===== config.mk =====
export PLATFORM = sky130hd
export DESIGN_NAME = mdu_flat
export DESIGN_NICKNAME = d
export VERILOG_FILES = /design/src/rtl/mdu_pkg.sv /design/src/rtl/mdu_if.sv /design/src/rtl/mdu_div_iter.sv /design/src/rtl/mdu.sv /design/src/flat_wrapper.sv
export SDC_FILE = /design/constraint.sdc
export NUM_CORES = 2
export LEC_CHECK = 0
export CORE_MARGIN = 3
export CORE_UTILIZATION = 35
export DETAILED_ROUTE_END_ITERATION = 8
export GPL_TIMING_DRIVEN = 0
export PLACE_DENSITY = 0.57
export SYNTH_ARGS = -nofsm -noshare
export SYNTH_HDL_FRONTEND = slang
export SYNTH_SLANG_ARGS = --single-unit

===== constraint.sdc =====
create_clock -name clk -period 12.45 [get_ports clk]
set_input_delay 3.1125 -clock clk [delete_from_list [all_inputs] [get_ports clk]]
set_output_delay 3.1125 -clock clk [all_outputs]
set_load 0.02 [all_outputs]

===== src/rtl/mdu_pkg.sv =====
// rtl/mdu_pkg.sv - shared encodings for the multiply/divide unit
package mdu_pkg;

  localparam int WIDTH_DEFAULT = 32;

  typedef enum logic [2:0] {
    OP_MULT  = 3'd0,
    OP_MULTU = 3'd1,
    OP_MADD  = 3'd2,
    OP_MADDU = 3'd3,
    OP_MSUB  = 3'd4,
    OP_MSUBU = 3'd5,
    OP_DIV   = 3'd6,
    OP_DIVU  = 3'd7
  } op_e;

  typedef enum logic [2:0] {
    ST_IDLE = 3'd0,
    ST_MUL  = 3'd1,
    ST_ACC  = 3'd2,
    ST_DIV  = 3'd3,
    ST_FIX  = 3'd4,
    ST_DONE = 3'd5
  } state_e;

endpackage


===== src/rtl/mdu_if.sv =====
// rtl/mdu_if.sv - request/response bundle between pipeline and mdu
interface mdu_if import mdu_pkg::*; #(parameter int WIDTH = WIDTH_DEFAULT);
  logic                 start_i;
  logic [2:0]           op_i;
  logic [WIDTH-1:0]     opdata1_i;
  logic [WIDTH-1:0]     opdata2_i;
  logic [2*WIDTH-1:0]   hilo_i;
  logic                 annul_i;
  logic [2*WIDTH-1:0]   result_o;
  logic                 ready_o;
  logic                 dz_o;
  logic                 stallreq_o;

  modport master (
    output start_i, op_i, opdata1_i, opdata2_i, hilo_i, annul_i,
    input  result_o, ready_o, dz_o, stallreq_o
  );

  modport slave (
    input  start_i, op_i, opdata1_i, opdata2_i, hilo_i, annul_i,
    output result_o, ready_o, dz_o, stallreq_o
  );
endinterface


===== src/rtl/mdu_div_iter.sv =====
// rtl/mdu_div_iter.sv - one restoring-divide step on unsigned magnitudes
module mdu_div_iter #(
  parameter int WIDTH = 32
) (
  input  logic [WIDTH-1:0] i_rem,
  input  logic             i_bit,
  input  logic [WIDTH-1:0] i_divisor,
  output logic [WIDTH-1:0] o_rem,
  output logic             o_q
);
  logic [WIDTH:0] w_shift;

  // Partial remainder stays below the divisor, so a successful subtract fits WIDTH bits.
  assign w_shift = {i_rem, i_bit};
  assign o_q     = (w_shift >= {1'b0, i_divisor});
  assign o_rem   = o_q ? (w_shift[WIDTH-1:0] - i_divisor) : w_shift[WIDTH-1:0];
endmodule


===== src/rtl/mdu.sv =====
// rtl/mdu.sv - multi-cycle multiply / multiply-accumulate / restoring divide unit
module mdu import mdu_pkg::*; #(
  parameter int WIDTH         = WIDTH_DEFAULT,
  parameter bit SIGNED_DIV_EN = 1'b1
) (
  input logic   clk,
  input logic   rst,
  mdu_if.slave  bus
);
  state_e               r_state;
  op_e                  r_op;
  logic [WIDTH-1:0]     r_a, r_b, r_rem, r_cnt;
  logic [2*WIDTH-1:0]   r_prod, r_result;
  logic                 r_neg_q, r_neg_r, r_ready, r_dz;

  logic                 w_accept, w_signed, w_s1, w_s2, w_is_div, w_qbit;
  logic [WIDTH-1:0]     w_mag1, w_mag2, w_rem_next;
  logic [2*WIDTH-1:0]   w_prod_mag, w_prod;

  assign w_accept = bus.start_i && !bus.annul_i && (r_state == ST_IDLE || r_state == ST_DONE);
  assign w_is_div = (bus.op_i[2:1] == 2'b11);
  assign w_signed = !bus.op_i[0] && ((bus.op_i != 3'(OP_DIV)) || SIGNED_DIV_EN);
  assign w_s1     = w_signed && bus.opdata1_i[WIDTH-1];
  assign w_s2     = w_signed && bus.opdata2_i[WIDTH-1];
  assign w_mag1   = w_s1 ? -bus.opdata1_i : bus.opdata1_i;
  assign w_mag2   = w_s2 ? -bus.opdata2_i : bus.opdata2_i;

  assign w_prod_mag = {{WIDTH{1'b0}}, r_a} * {{WIDTH{1'b0}}, r_b};
  assign w_prod     = r_neg_q ? -w_prod_mag : w_prod_mag;

  // r_a carries the dividend bits out and the quotient bits in during DIV.
  mdu_div_iter #(.WIDTH(WIDTH)) u_div_iter (
    .i_rem     (r_rem),
    .i_bit     (r_a[WIDTH-1]),
    .i_divisor (r_b),
    .o_rem     (w_rem_next),
    .o_q       (w_qbit)
  );

  always_ff @(posedge clk) begin
    if (rst) begin
      r_state  <= ST_IDLE;
      r_op     <= OP_MULT;
      r_a      <= '0;
      r_b      <= '0;
      r_rem    <= '0;
      r_cnt    <= '0;
      r_prod   <= '0;
      r_result <= '0;
      r_neg_q  <= 1'b0;
      r_neg_r  <= 1'b0;
      r_ready  <= 1'b0;
      r_dz     <= 1'b0;
    end else begin
      r_ready <= 1'b0;
      r_dz    <= 1'b0;
      if (bus.annul_i) begin
        r_state <= ST_IDLE;
      end else begin
        case (r_state)
          ST_IDLE, ST_DONE: begin
            if (bus.start_i) begin
              r_op    <= op_e'(bus.op_i);
              r_a     <= w_mag1;
              r_b     <= w_mag2;
              r_rem   <= '0;
              r_cnt   <= '0;
              r_neg_q <= w_s1 ^ w_s2;
              r_neg_r <= w_s1;
              if (!w_is_div) begin
                r_state <= ST_MUL;
              end else if (bus.opdata2_i == '0) begin
                r_result <= '0;
                r_ready  <= 1'b1;
                r_dz     <= 1'b1;
                r_state  <= ST_DONE;
              end else begin
                r_state <= ST_DIV;
              end
            end else begin
              r_state <= ST_IDLE;
            end
          end
          ST_MUL: begin
            r_prod <= w_prod;
            if (r_op inside {OP_MADD, OP_MADDU, OP_MSUB, OP_MSUBU}) begin
              r_state <= ST_ACC;
            end else begin
              r_result <= w_prod;
              r_ready  <= 1'b1;
              r_state  <= ST_DONE;
            end
          end
          ST_ACC: begin
            r_result <= (r_op inside {OP_MSUB, OP_MSUBU}) ? bus.hilo_i - r_prod
                                                          : bus.hilo_i + r_prod;
            r_ready  <= 1'b1;
            r_state  <= ST_DONE;
          end
          ST_DIV: begin
            r_a   <= {r_a[WIDTH-2:0], w_qbit};
            r_rem <= w_rem_next;
            if (r_cnt == WIDTH'(WIDTH - 1)) begin
              r_cnt   <= '0;
              r_state <= ST_FIX;
            end else begin
              r_cnt <= r_cnt + 1'b1;
            end
          end
          ST_FIX: begin
            r_result <= {(r_neg_r ? -r_rem : r_rem), (r_neg_q ? -r_a : r_a)};
            r_ready  <= 1'b1;
            r_state  <= ST_DONE;
          end
          default: r_state <= ST_IDLE;
        endcase
      end
    end
  end

  assign bus.result_o   = r_result;
  assign bus.ready_o    = r_ready;
  assign bus.dz_o       = r_dz;
  assign bus.stallreq_o = !rst && (w_accept ||
                          (r_state inside {ST_MUL, ST_ACC, ST_DIV, ST_FIX}));
endmodule


===== src/flat_wrapper.sv =====
// flat-port wrapper written by rule: the top's interface ports become plain ports
module mdu_flat import mdu_pkg::*;
#(
  parameter int WIDTH         = WIDTH_DEFAULT,
  parameter bit SIGNED_DIV_EN = 1'b1
)
  (clk, rst, bus_start_i, bus_op_i, bus_opdata1_i, bus_opdata2_i, bus_hilo_i, bus_annul_i, bus_result_o, bus_ready_o, bus_dz_o, bus_stallreq_o);
  mdu_if #(.WIDTH(WIDTH)) bus_i ();
  input logic clk;
  input logic rst;
  input wire logic [$bits(bus_i.start_i)-1:0] bus_start_i;
  input wire logic [$bits(bus_i.op_i)-1:0] bus_op_i;
  input wire logic [$bits(bus_i.opdata1_i)-1:0] bus_opdata1_i;
  input wire logic [$bits(bus_i.opdata2_i)-1:0] bus_opdata2_i;
  input wire logic [$bits(bus_i.hilo_i)-1:0] bus_hilo_i;
  input wire logic [$bits(bus_i.annul_i)-1:0] bus_annul_i;
  output wire logic [$bits(bus_i.result_o)-1:0] bus_result_o;
  output wire logic [$bits(bus_i.ready_o)-1:0] bus_ready_o;
  output wire logic [$bits(bus_i.dz_o)-1:0] bus_dz_o;
  output wire logic [$bits(bus_i.stallreq_o)-1:0] bus_stallreq_o;
  assign bus_i.start_i = bus_start_i;
  assign bus_i.op_i = bus_op_i;
  assign bus_i.opdata1_i = bus_opdata1_i;
  assign bus_i.opdata2_i = bus_opdata2_i;
  assign bus_i.hilo_i = bus_hilo_i;
  assign bus_i.annul_i = bus_annul_i;
  assign bus_result_o = bus_i.result_o;
  assign bus_ready_o = bus_i.ready_o;
  assign bus_dz_o = bus_i.dz_o;
  assign bus_stallreq_o = bus_i.stallreq_o;
  mdu #(.WIDTH(WIDTH), .SIGNED_DIV_EN(SIGNED_DIV_EN)) u_core (.clk(clk), .rst(rst), .bus(bus_i));
endmodule

==> impl_metrics.env <==
export IMPL_status="complete, no violations"
export IMPL_startpoint="u_core.r_a[25]"
export IMPL_path_depth=27
export IMPL_syn_to_final_growth_pct=10.58
export IMPL_async_flop_share_pct=0
export IMPL_hold_viol=0
export IMPL_crit_top_cell="fa_1"
export IMPL_post_cts_buffers=0
export IMPL_gp_congestion=0.9935
export IMPL_cts_tree="yes"
export IMPL_cts_repair_resized=1
export IMPL_synth_avg_cell_area_um2=8.218
export IMPL_critical_path_class="register to register"
export IMPL_synthFlopType="dfxtp_1"
export IMPL_ys_seq_elements=265
export IMPL_required_ps=12900
export IMPL_die_area_mm2=0.1650
export IMPL_grt_overflow=0
export IMPL_maxCapViolCount=0
export IMPL_first_iter_violations=4588
export IMPL_ir_worst_vdd_uv=88.30
export IMPL_die_y_um=406.2
export IMPL_synth_cell_area_mm2=0.05605
export IMPL_grt_pass1_wl_um=357100
export IMPL_fp_dieW_um=406.2
export IMPL_fin_area_mm2=0.06198
export IMPL_rows=146
export IMPL_start_util_pct=35.31
export IMPL_synthCells=6820
export IMPL_r2r_setup_slack_ps=200
export IMPL_powerDensity_mw_per_mm2=83.80
export IMPL_endpoint_kind="register"
export IMPL_synth_cell_types=103
export IMPL_setup_violations=0
export IMPL_p_total_mw=5.194
export IMPL_antenna_found_initial=14
export IMPL_synth_top_area_share_pct=32.08
export IMPL_hold_path_class="register to register"
export IMPL_r2r_start="u_core.r_a[25]"
export IMPL_synth_edf_count=0
export IMPL_multi_input_area_mm2=0.04557
export IMPL_cp_endpoint="u_core.bus.result_o[63]"
export IMPL_skew_ps=75.25
export IMPL_clock_latency_ps=620
export IMPL_cp_start_kind="register"
export IMPL_slew_headroom_pct=2.309
export IMPL_worst_slew_pin_slew_ps=1465
export IMPL_num_vias=51020
export IMPL_io_buffers=201
export IMPL_grt_total_usage_pct=30.01
export IMPL_ctsLongestPathBuffers=3
export IMPL_wl_per_cell_um=27.47
export IMPL_coreArea_mm2=0.1587
export IMPL_clkSlewWorstSetupHoldPaths_ps=60
export IMPL_cts_buffers=34
export IMPL_cp_num_buf_inv=6
export IMPL_via_per_inst=5.564
export IMPL_worstPathMaxFanout=10
export IMPL_arrival_ps=12690
export IMPL_placed_cell_area_mm2=0.06066
export IMPL_netlist_top_cells_area="fa_1 32%, dfxtp_1 9.5%, ha_1 8.2%, inv_1 6.3%, and2_1 6.1%"
export IMPL_ff2ff_path_depth=27
export IMPL_ant_nets=0
export IMPL_critPathTopFamily="adder cells"
export IMPL_cp_slowest_cell="clkbuf_1"
export IMPL_regArea_mm2=0.005305
export IMPL_grt_start_max_net_pins=14
export IMPL_drc_errors=0
export IMPL_drive_gt1_share_pct=2.048
export IMPL_firstDrtPassIters=6
export IMPL_cts_htree_levels=2
export IMPL_synth_warnings=0
export IMPL_seq_area_frac_synth_pct=9.465
export IMPL_cts_sinks=265
export IMPL_max_clock_freq_mhz=81.65
export IMPL_reg2reg_to="u_core.bus.result_o[63]"
export IMPL_final_nets=8454
export IMPL_final_max_slew_viol_count=0
export IMPL_hpwl_um=213400
export IMPL_grt_pass1_vias=50990
export IMPL_critPathMaxStageDelay_ps=1040
export IMPL_num_fill_cells=16370
export IMPL_cts_root_buffer="clkbuf_16"
export IMPL_wirelength_um=251900
export IMPL_io_pins=202
export IMPL_syn_nets=8219
export IMPL_period_needed_ps=12250
export IMPL_post_route_period_util_pct=98.37
export IMPL_cts_hold_buf=0
export IMPL_p_leak_nw=27.50
export IMPL_yosysTopAreaCell="fa_1"
export IMPL_rsz0062_at_grt="false"
[cells in the final DEF, fill, tap and decap left out, types with 31 or more instances in the layout]
cell             synthesis  layout
a21o_1                  83      83
o31ai_1                 62      62
clkbuf_1               386     382
o21ai_0                232     232
clkdlybuf4s50_1          0     201
nor3_1                  83      83
xor2_1                 174     174
nand2b_1                37      37
dfxtp_1                265     265
nand4_1                 59      59
nor2b_1                 31      31
a21oi_1                324     324
and2_1                 546     546
nand3_1                 68      68
ha_1                   366     366
o211ai_1                34      34
nand2_1                768     768
fa_1                   898     898
nor4_1                  42      40
buf_1                   32      32
or3_1                   41      41
nor2_1                 476     476
inv_1                  942     942
a31oi_1                 32      32
o21a_1                  36      36
a22oi_1                 32      32
xnor2_1                213     213
a211oi_1               119     119
clkbuf_16                0      35
mux2i_1                 32      32
[worst register-to-register path, stage by stage (launching register included)]
cell       delay (ps)
dfxtp_1           300
clkbuf_1         1040
buf_1             980
nand2_1           240
fa_1              580
fa_1              580
fa_1              500
fa_1              540
inv_1              50
fa_1              440
fa_1              500
fa_1              560
inv_1              80
fa_1              470
inv_1              40
ha_1              300
clkbuf_1          380
nand4_1           230
nor4_2            680
nand2_1           110
o22ai_1           680
o21ai_0           470
xnor2_1           310
a21oi_1           610
nand4b_1          320
o41ai_4           430
xnor2_1           250
a2111oi_2         430
[state kept, by name (all words and copies together), names as in the netlist]
| signal | flops |
|---|---|
| u_core.bus.dz_o | 1 |
| u_core.bus.ready_o | 1 |
| u_core.bus.result_o | 64 |
| u_core.r_a | 32 |
| u_core.r_b | 32 |
| u_core.r_cnt | 32 |
| u_core.r_neg_q | 1 |
| u_core.r_neg_r | 1 |
| u_core.r_op | 2 |
| u_core.r_prod | 64 |
| u_core.r_rem | 32 |
| u_core.r_state | 3 |
[worst min-delay path by stage]
| stage | start | end | slack (ps) | depth (start not counted) |
|---|---|---|---|---|
| 6_report | u_core.r_prod[31] | u_core.r_prod[31] | 500 | 2 |
| 5_1_grt | u_core.r_prod[25] | u_core.r_prod[25] | 510 | 2 |
| 4_1_cts | u_core.r_prod[31] | u_core.r_prod[31] | 490 | 2 |
| 3_5_place_dp | u_core.r_prod[31] | u_core.r_prod[31] | 480 | 2 |
| 3_3_place_gp | u_core.r_prod[31] | u_core.r_prod[31] | 480 | 2 |
| 2_1_floorplan | u_core.r_prod[43] | u_core.r_prod[43] | 460 | 2 |
[routing by layer]
layer / share of wire (%) / track usage, %
met2: 45 / 47.69
met1: 40 / 38.27
met3: 8.8 / 6.056
met4: 6.3 / 16.35
met5: 0.018 / 0
[cells in the mapped netlist (12+ instances only)]
library cell,number
o31ai_1,62
nor2b_1,31
xor2_1,174
nand3_1,68
a21o_1,83
clkbuf_1,386
nor2_1,476
inv_1,942
mux2i_1,32
fa_1,898
nor3_1,83
nand2_1,768
ha_1,366
a222oi_1,15
a21oi_1,324
and3_1,29
dfxtp_1,265
nand2b_1,37
or2_2,20
and2_1,546
o21ai_0,232
o41ai_1,21
o21bai_1,23
or3_1,41
buf_1,32
or4_1,26
nor4_1,42
o22ai_1,28
a31oi_1,32
a21boi_0,13
a311oi_1,21
o211ai_1,34
o21a_1,36
o211a_1,12
nand4_1,59
xnor2_1,213
a22oi_1,32
a211oi_1,119
[power by group]
| part | total [mW] | internal, mW | switching [mW] | leakage, nW |
|---|---|---|---|---|
| clock | 1.15 | 0.689 | 0.463 | 0.614 |
| combinational | 3.13 | 1.01 | 2.12 | 24.7 |
| sequential | 0.916 | 0.875 | 0.0413 | 2.15 |
| total | 5.19 | 2.57 | 2.62 | 27.5 |
[cell families after synthesis]
kind of cell	Yosys count	share of synthesized area (%)
mux	35	0.6318
flops	265	9.465
compound gates	1213	14.35
simple gates	2284	20.00
buf+inv	1372	9.264
fa+ha+maj	1264	40.25
xor+xnor	387	6.048
[area by class of cell]
type	count	area share, %
multi-input cells	5183	73.53
flip-flops and latches	265	8.560
inverters	944	5.717
well taps	2072	4.183
repair buffers	201	3.246
plain buffers	426	2.665
clock buffers	45	1.603
clock inverters	16	0.4280
diodes	18	0.07268
[stage by stage]
step           setup TNS (ps)  hold WS [ps]  utilization [%]  std cells  setup WS, ps
5_1_grt                     0         508.6            39.01       9152         107.6
2_1_floorplan               0         455.7                -       6820          3864
3_3_place_gp           -35.23         480.7            38.21       9093        -32.08
6_report                    0         495.0            39.04       9170         202.7
4_1_cts                     0         492.9            39.01       9154         97.80
3_5_place_dp                0         484.8            38.21       9093         41.74
(Power assumes the default switching activity.)
